## config.mk

```make
export PLATFORM = sky130hd
export DESIGN_NAME = sisc_fetch
export DESIGN_NICKNAME = d
export VERILOG_FILES = /design/src/rtl/sisc_fetch.sv
export SDC_FILE = /design/constraint.sdc
export NUM_CORES = 1
export LEC_CHECK = 0
export CAP_MARGIN = 20
export CORE_UTILIZATION = 28
export CTS_BUF_LIST = sky130_fd_sc_hd__clkbuf_8
export CTS_CLUSTER_DIAMETER = 40
export DETAILED_ROUTE_END_ITERATION = 8
export SLEW_MARGIN = 20
export SYNTH_ARGS = -nofsm -noshare
export SYNTH_HDL_FRONTEND = slang
export SYNTH_SLANG_ARGS = --single-unit
```

## constraint.sdc

```tcl
create_clock -name clk -period 6.75 [get_ports clk]
set_input_delay 1.0125 -clock clk [delete_from_list [all_inputs] [get_ports clk]]
set_output_delay 1.0125 -clock clk [all_outputs]
set_load 0.03 [all_outputs]
```

## src/rtl/sisc_fetch.sv

```systemverilog
// ============================================================================
// Module   : sisc_fetch
// Purpose  : Owns PC and IR, fetches instructions over a req/ack handshake.
// Revision : 1.0 - initial release
// ============================================================================
`default_nettype none

module sisc_fetch #(
  parameter int AW       = 16,
  parameter int DW       = 32,
  parameter int RESET_PC = 0,
  parameter int TIMEOUT  = 15
) (
  input  logic          clk,
  input  logic          rst,
  input  logic          fetch_go,
  input  logic          pc_write,
  input  logic          pc_sel,
  input  logic          br_sel,
  input  logic [AW-1:0] br_addr,
  output logic          im_req,
  output logic [AW-1:0] im_addr,
  input  logic          im_ack,
  input  logic [DW-1:0] im_rdata,
  output logic [DW-1:0] ir,
  output logic [3:0]    opcode,
  output logic [3:0]    mm,
  output logic [AW-1:0] pc,
  output logic          ir_valid,
  output logic          busy,
  output logic          fault
);

  localparam logic [1:0] S_IDLE  = 2'd0;
  localparam logic [1:0] S_REQ   = 2'd1;
  localparam logic [1:0] S_FAULT = 2'd2;

  localparam logic [AW-1:0] c_one      = AW'(1);
  localparam logic [AW-1:0] c_reset_pc = AW'(RESET_PC);
  localparam logic [7:0]    c_timeout  = 8'(TIMEOUT);

  logic [1:0]    r_state;
  logic [AW-1:0] r_pc;
  logic [AW-1:0] r_im_addr;
  logic [DW-1:0] r_ir;
  logic [7:0]    r_cnt;
  logic          r_im_req;
  logic          r_ir_valid;
  logic          r_fault;

  logic [AW-1:0] w_pc_upd;
  logic [7:0]    w_cnt_inc;

  // PC value produced by this edge while IDLE; a fetch in the same cycle uses it.
  always_comb begin
    w_pc_upd = r_pc;
    if (pc_write) begin
      if (!pc_sel)
        w_pc_upd = r_pc + c_one;
      else if (!br_sel)
        w_pc_upd = br_addr;
      else
        w_pc_upd = r_pc + br_addr;
    end
  end

  assign w_cnt_inc = r_cnt + 8'd1;

  always_ff @(posedge clk or posedge rst) begin
    if (rst) begin
      r_state    <= S_IDLE;
      r_pc       <= c_reset_pc;
      r_im_addr  <= '0;
      r_ir       <= '0;
      r_cnt      <= '0;
      r_im_req   <= 1'b0;
      r_ir_valid <= 1'b0;
      r_fault    <= 1'b0;
    end else begin
      r_ir_valid <= 1'b0;
      case (r_state)
        S_IDLE: begin
          r_pc <= w_pc_upd;
          if (fetch_go) begin
            r_state   <= S_REQ;
            r_im_req  <= 1'b1;
            r_im_addr <= w_pc_upd;
            r_cnt     <= '0;
          end
        end
        S_REQ: begin
          if (im_ack) begin
            r_ir       <= im_rdata;
            r_pc       <= r_pc + c_one;
            r_ir_valid <= 1'b1;
            r_im_req   <= 1'b0;
            r_cnt      <= '0;
            r_state    <= S_IDLE;
          end else if (w_cnt_inc == c_timeout) begin
            r_cnt    <= w_cnt_inc;
            r_fault  <= 1'b1;
            r_im_req <= 1'b0;
            r_state  <= S_FAULT;
          end else begin
            r_cnt <= w_cnt_inc;
          end
        end
        S_FAULT: begin
          r_state <= S_FAULT;
        end
        default: begin
          r_state  <= S_IDLE;
          r_im_req <= 1'b0;
        end
      endcase
    end
  end

  assign im_req   = r_im_req;
  assign im_addr  = r_im_addr;
  assign ir       = r_ir;
  assign opcode   = r_ir[31:28];
  assign mm       = r_ir[27:24];
  assign pc       = r_pc;
  assign ir_valid = r_ir_valid;
  assign busy     = (r_state == S_REQ);
  assign fault    = r_fault;

endmodule

`default_nettype wire

```

==> results of run 1 <==
## final cells by class
| cell class | count | share of cell area, % |
|---|---|---|
| Sequential cell | 77 | 28.9 |
| Clock buffer | 9 | 1.86 |
| Inverter | 13 | 0.750 |
| Tap cell | 225 | 4.22 |
| Timing Repair Buffer | 136 | 20.4 |
| Multi-Input combinational cell | 474 | 42.2 |
| Clock inverter | 7 | 1.73 |
## routing by layer
layer	global-route usage [%]	vias up	wire length, um
met5	0	-	0
met4	3.12	0	92
met3	3.29	11	871
met2	28.3	149	7190
met1	22.7	2272	7080
li1	-	2356	-
## Yosys cell counts (3+ instances only)
master,n,share of area [%]
nand2_1,158,12
a31oi_1,7,0.88
a21o_1,9,1.4
xor2_1,4,0.70
ha_1,18,4.5
a21oi_1,26,2.6
buf_4,8,1.2
o221ai_1,3,0.53
o31ai_1,10,1.5
a22oi_1,7,1.1
buf_1,3,0.23
nor3_1,13,1.3
o21a_1,9,1.4
dfrtp_1,77,39
nand2b_1,5,0.63
nor2b_1,5,0.63
o211ai_1,5,0.75
nor2_1,37,2.8
nand3_1,9,0.90
clkbuf_1,16,1.2
and2_1,3,0.38
xnor2_1,8,1.4
nor4_1,4,0.50
buf_2,12,1.2
mux2i_1,10,2.0
o21ai_0,44,4.4
o21ai_1,12,1.2
inv_1,11,0.83
nand4_1,9,1.1
a211oi_1,4,0.60
and3_1,8,1.0
or3_1,3,0.38
## report_power, final
| part | internal [uW] | switching [uW] | total, uW |
|---|---|---|---|
| clock network | 244 | 176 | 420 |
| logic | 73.8 | 86.3 | 160 |
| registers | 464 | 10.6 | 474 |
## sequential cells by signal (all words and copies together), names as in the netlist
name      flops
ir_valid      1
r_state       2
im_req        1
ir           32
pc           16
im_addr      16
r_cnt         8
fault         1
## layout by cell type, fill, tap and decap left out, drive strengths merged, types with 3 or more instances in the layout
cell type,count
buf,6
a31oi,7
o221ai,3
clkinv,4
clkbuf,9
and3,8
inv,12
o21a,9
mux2i,10
a2111oi,3
o31ai,10
nor2,37
o21ai,57
a221oi,3
bufinv,3
dfrtp,77
nor2b,5
o211ai,6
xor2,4
ha,18
nor3,13
nand2,158
xnor2,8
a211oi,6
a21oi,26
and2,3
nor4,7
clkdlybuf4s50,130
nand3,10
a21o,9
nand2b,5
nand4,10
a22oi,7
or3,3
## per-stage QoR
stage,instances,setup slack [ns],power (uW),hold WS (ns)
2_1_floorplan,603,3.77,575,0.452
3_3_place_gp,924,3.18,643,0.458
3_5_place_dp,924,3.16,642,0.462
4_1_cts,940,3.42,1070,0.481
5_1_grt,941,3.28,1100,0.496
6_report,941,3.41,1050,0.476
## how the worst max path moves through the flow
stage	end	startpoint	slack, ns	cells after the start
after floorplan	fault	rst	3.77	1
after global placement	pc[14]	im_ack	3.18	9
after detailed placement	pc[14]	im_ack	3.16	9
after CTS	busy	r_state[0]	3.42	3
after global routing	busy	r_state[0]	3.28	3
final	busy	r_state[0]	3.41	3
## worst min-delay path: cells and delay by family, from the launching register on
kind / cells / cell delay (ns)
flops: 1 / 0.35
simple gates: 2 / 0.10
## cell families (layout without fill, tap and decap cells)
family	count (synthesis)	in the layout	synth area share (%)
buffers and inverters	52	165	4.82
XOR/XNOR	12	12	2.11
flip-flops	77	77	38.7
AO/OA/AOI/OAI	167	167	23.2
AND/OR/NAND/NOR	265	265	24.1
adder cells (fa/ha/maj)	19	19	4.92
multiplexers	11	11	2.24
==> metrics.yaml, run 1 <==
outcome:
  status: "complete, no violations"
worst_hold_path:
  worstHoldStart: "ir[18]"
  hold_end: "ir[18]"
  hp-class: "reg2reg"
  whs_path_depth: 2
drt:
  drt_wl_total_mm: 15.2
  vias: 4788
  drcViolationCount: 0
  ant_nets: 0
  dr.pass1.iters: 5
  wire_per_inst_um: 16.2
  first_iter_violations: 231
  routed_via_density: 5.09
clock_network:
  cts_tree: "built"
  cts-resized-gates: 0
  cts_setup_buffers: 0
  cts.reportedPaths.clkPinSlew_ns: 0.08
  cts_max_level: 3
  clock_latency_ns: 0.35
  ctsLongestPathBuffers: 2
  numClockSinks: 77
  cts_root_buffer: "clkbuf_8"
  cts_buffers: 9
  ctsHoldBuffers: 0
flow_run:
  drv_cap: 0
setup_path:
  worstSetupStartpointType: "register"
  worstPathCellList: "nand2_1 > inv_2 > clkdlybuf4s50_1"
  timing.rr.end: "pc[6]"
  critPathMaxStageDelay_ns: 0.72
  worstRegToRegCells: 8
  cp-end-kind: "output port"
  path_class: "reg2out"
  crit_fanout: 12
  slowest_stage: "clkdlybuf4s50_1"
  arrival_ns: 2.33
  r2r_setup_slack_ns: 4.05
  timing.critical_path.buf_inv: 2
  worstPathRequired_ns: 5.74
  cpLargestDelayFamily: "buffers and inverters"
  r2r-start: "pc[0]"
global_route:
  grt_pass1_wl_mm: 24.2
  grt_start_max_net_pins: 78
  grt_pass1_vias: 4586
  grt_util_all_layers_pct: 16.9
  grt_overflow: 0
  antenna_found_initial: 0
sta:
  rsz0062_at_grt: "false"
  finalHoldViolations: 0
  worst_pin_slew_ns: 0.933
  skew_ns: 0.00852
  finalCritPeriodShare_pct: 49.5
  setup_violations: 0
  clock.fmax_mhz: 299
  finalMaxSlewViolations: 0
  finalSetupTns_ns: 0
  layout_min_cycle_time_ns: 3.34
  slew_headroom_pct: 37.6
floorplan:
  io-pin-count: 131
  chipHeight_um: 135
  die_x_um: 135
  fp.dieArea_mm2: 0.0183
  rows: 48
  coreArea_mm2: 0.0174
  start_util_pct: 28.7
finish:
  multi_input_area_mm2: 0.00282
  syn_to_final_growth_pct: 33.9
  diodes: 0
  final_nets: 785
  drive_gt1_share_pct: 5.17
  stdcell_area_mm2: 0.00667
  final_core_util_pct: 38.4
  regArea_mm2: 0.00193
  fill_cells: 1777
synthesis:
  ys_ff_latch: 77
  syn_area_mm2: 0.00498
  synth_edf_count: 0
  yosys_warnings: 0
  yosysSeqAreaShare_pct: 38.7
  synth_nets: 677
  synthArstFlopShare_pct: 100
  syn-instance-count: 603
  ys.flop_type: "dfrtp_1"
  syn_avg_cell_area_um2: 8.26
  netlist-cell-type-count: 67
placement:
  placed_cell_area_mm2: 0.00641
  io_buffers: 130
  place.gp.congestion: 0.859
  hpwl_mm: 10.9
pwr:
  vdd_drop_max_mv: 0.122
  leakage_uw: 0.00289
  power-per-cell-area_mw_per_mm2: 158
(Power assumes the default switching activity.)
==> inputs of run 2 (changes only) <==
Clock period 6.75 ns to 2.88 ns, I/O delays scaled along.
==> metrics.yaml, run 2 (synthesized netlist as in run 1, its figures left out) <==
sta:
  finalHoldViolations: 0  # unchanged
  holdWs_ns: 0.467  # was 0.476 ns
  clock.fmax_mhz: 379
  skew_ns: 0.00598  # was 0.00852 ns
  finalMaxSlewViolations: 0  # unchanged
  rsz0062_at_grt: "false"  # unchanged
  slew_headroom_pct: 57.7  # was 37.6%
  setup_violations: 0  # unchanged
  worst_pin_slew_ns: 0.634  # was 0.933 ns
  finalCritPeriodShare_pct: 91.5
  layout_min_cycle_time_ns: 2.64
setup_path:
  worstSetupStartpointType: "primary input"  # was register
  crit_fanout: 3  # was 12
  slowest_stage: "clkdlybuf4s50_1"  # unchanged
  worstPathCellList: "clkdlybuf4s50_1 > ha_1 > fa_1 > a21o_1 > a221oi_2 > o21ai_1 > xor2_1 > mux2i_1 > a41oi_1"  # was nand2_1 > inv_2 > clkdlybuf4s50_1
  critPathMaxStageDelay_ns: 0.42  # was 0.72 ns
  worstPathRequired_ns: 3.11  # was 5.74 ns
  arrival_ns: 2.86  # was 2.33 ns
  path_class: "in2reg"  # was reg2out
  cp-end-kind: "register"  # was output port
placement:
  place.gp.congestion: 0.881  # was 0.859
  io_buffers: 130  # unchanged
  hpwl_mm: 11.9  # was 10.9 mm
floorplan:
  io-pin-count: 131  # unchanged
  start_util_pct: 28.7  # unchanged
  fp.dieArea_mm2: 0.0183  # unchanged
  die_x_um: 135  # unchanged
  rows: 48  # unchanged
  chipHeight_um: 135  # unchanged
  coreArea_mm2: 0.0174  # unchanged
global_route:
  grt_overflow: 0  # unchanged
  grt_util_all_layers_pct: 17.7  # was 16.9%
  grt_pass1_wl_mm: 25.2  # was 24.2 mm
  grt_pass1_vias: 4664  # was 4586
  grt_start_max_net_pins: 45  # was 78
  antenna_found_initial: 0  # unchanged
drt:
  vias: 4936  # was 4788
  drt_wl_total_mm: 15.8  # was 15.2 mm
  first_iter_violations: 288  # was 231
  dr.pass1.iters: 5  # unchanged
  routed_via_density: 5.08  # was 5.09
  ant_nets: 0  # unchanged
  drcViolationCount: 0  # unchanged
  wire_per_inst_um: 16.3  # was 16.2 um
clock_network:
  cts_max_level: 3  # unchanged
  ctsLongestPathBuffers: 2  # unchanged
  cts_buffers: 9  # unchanged
  numClockSinks: 77  # unchanged
  cts-resized-gates: 0  # unchanged
  cts_root_buffer: "clkbuf_8"  # unchanged
  cts_setup_buffers: 0  # unchanged
  ctsHoldBuffers: 0  # unchanged
  cts.reportedPaths.clkPinSlew_ns: 0.09  # was 0.08 ns
  cts_tree: "built"  # unchanged
  clock_latency_ns: 0.36  # was 0.35 ns
flow_run:
  drv_cap: 0  # unchanged
finish:
  multi_input_area_mm2: 0.00282  # unchanged
  diodes: 0  # unchanged
  drive_gt1_share_pct: 9.24  # was 5.17%
  largest_reg_flops: 32  # unchanged
  final_cell_mix: "nand2_1, clkdlybuf4s50_1, dfrtp_1"  # unchanged
  layout_commonest_cell: "nand2_1"  # unchanged
  final_core_util_pct: 39.7  # was 38.4%
  final_nets: 816  # was 785
  regArea_mm2: 0.00193  # unchanged
  fill_cells: 1786  # was 1777
  syn_to_final_growth_pct: 38.3  # was 33.9%
pwr:
  vdd_drop_max_mv: 0.233  # was 0.122 mV
  p_total_uw: 2450  # was 1050 uW
  power-per-cell-area_mw_per_mm2: 356  # was 158 mW/mm^2
  leakage_uw: 0.00303  # was 0.00289 uW
worst_hold_path:
  hp-class: "in2async"  # was reg2reg
outcome:
  status: "complete, no violations"  # unchanged
-- run 2: cell types whose count changed in the layout (fill, tap and decap cells not counted), sizes merged --
| cell | previous run | this run |
|---|---|---|
| clkinvlp | 1 | 3 |
| buf | 6 | 37 |
| inv | 12 | 11 |
| bufinv | 3 | 2 |
-- run 2: cell type report --
| type | count | share of cell area, % |
|---|---|---|
| well taps | 225 | 4.09 |
| clock buffers | 9 | 1.80 |
| inverters | 13 | 0.726 |
| repair buffers | 167 | 23.1 |
| flip-flops and latches | 77 | 28.0 |
| multi-input cells | 474 | 40.9 |
| clock inverters | 7 | 1.45 |
-- run 2: stage by stage --
step	setup slack, ns	std cells	cell area [um^2]	TNS, ns
final	0.244	972	6890	0
after CTS	0.269	972	6890	0
after floorplan	0.480	603	4980	0
after global routing	0.172	972	6890	0
after detailed placement	-0.118	956	6670	-0.485
after global placement	-0.0462	956	6670	-0.236
-- run 2: worst paths after layout --
kind | startpoint | end | slack, ns | cells past startpoint
min reg2reg | ir[17] | ir[17] | 0.48 | 2
max reg2reg | pc[4] | pc[9] | 0.36 | 7
max | br_addr[0] | im_addr[8] | 0.24 | 9
min in group clk | ir[17] | ir[17] | 0.48 | 2
max in group asynchronous | rst | pc[11] | 1.76 | 3
min | rst | ir[5] | 0.47 | 2
-- run 2: worst max-delay path, delay by kind of cell --
| kind | cells | cell delay (ns) |
|---|---|---|
| multiplexers | 1 | 0.24 |
| AO/OA/AOI/OAI | 4 | 0.93 |
| adder cells (fa/ha/maj) | 2 | 0.65 |
| XOR/XNOR | 1 | 0.18 |
| buffers and inverters | 1 | 0.42 |
-- run 2: report_power, final --
part / total (uW) / switching [uW] / internal [uW]
clock: 936 / 445 / 490
sequential: 1100 / 10.6 / 1090
combinational: 418 / 224 / 195
total: 2450 / 680 / 1770
-- run 2: layer usage --
metal	up-vias	global-route usage, %	wire (um)
met2	156	27.9	7210
met4	0	4.81	275
li1	2417	-	-
met5	-	0	0
met1	2341	24.6	7510
met3	22	3.48	816
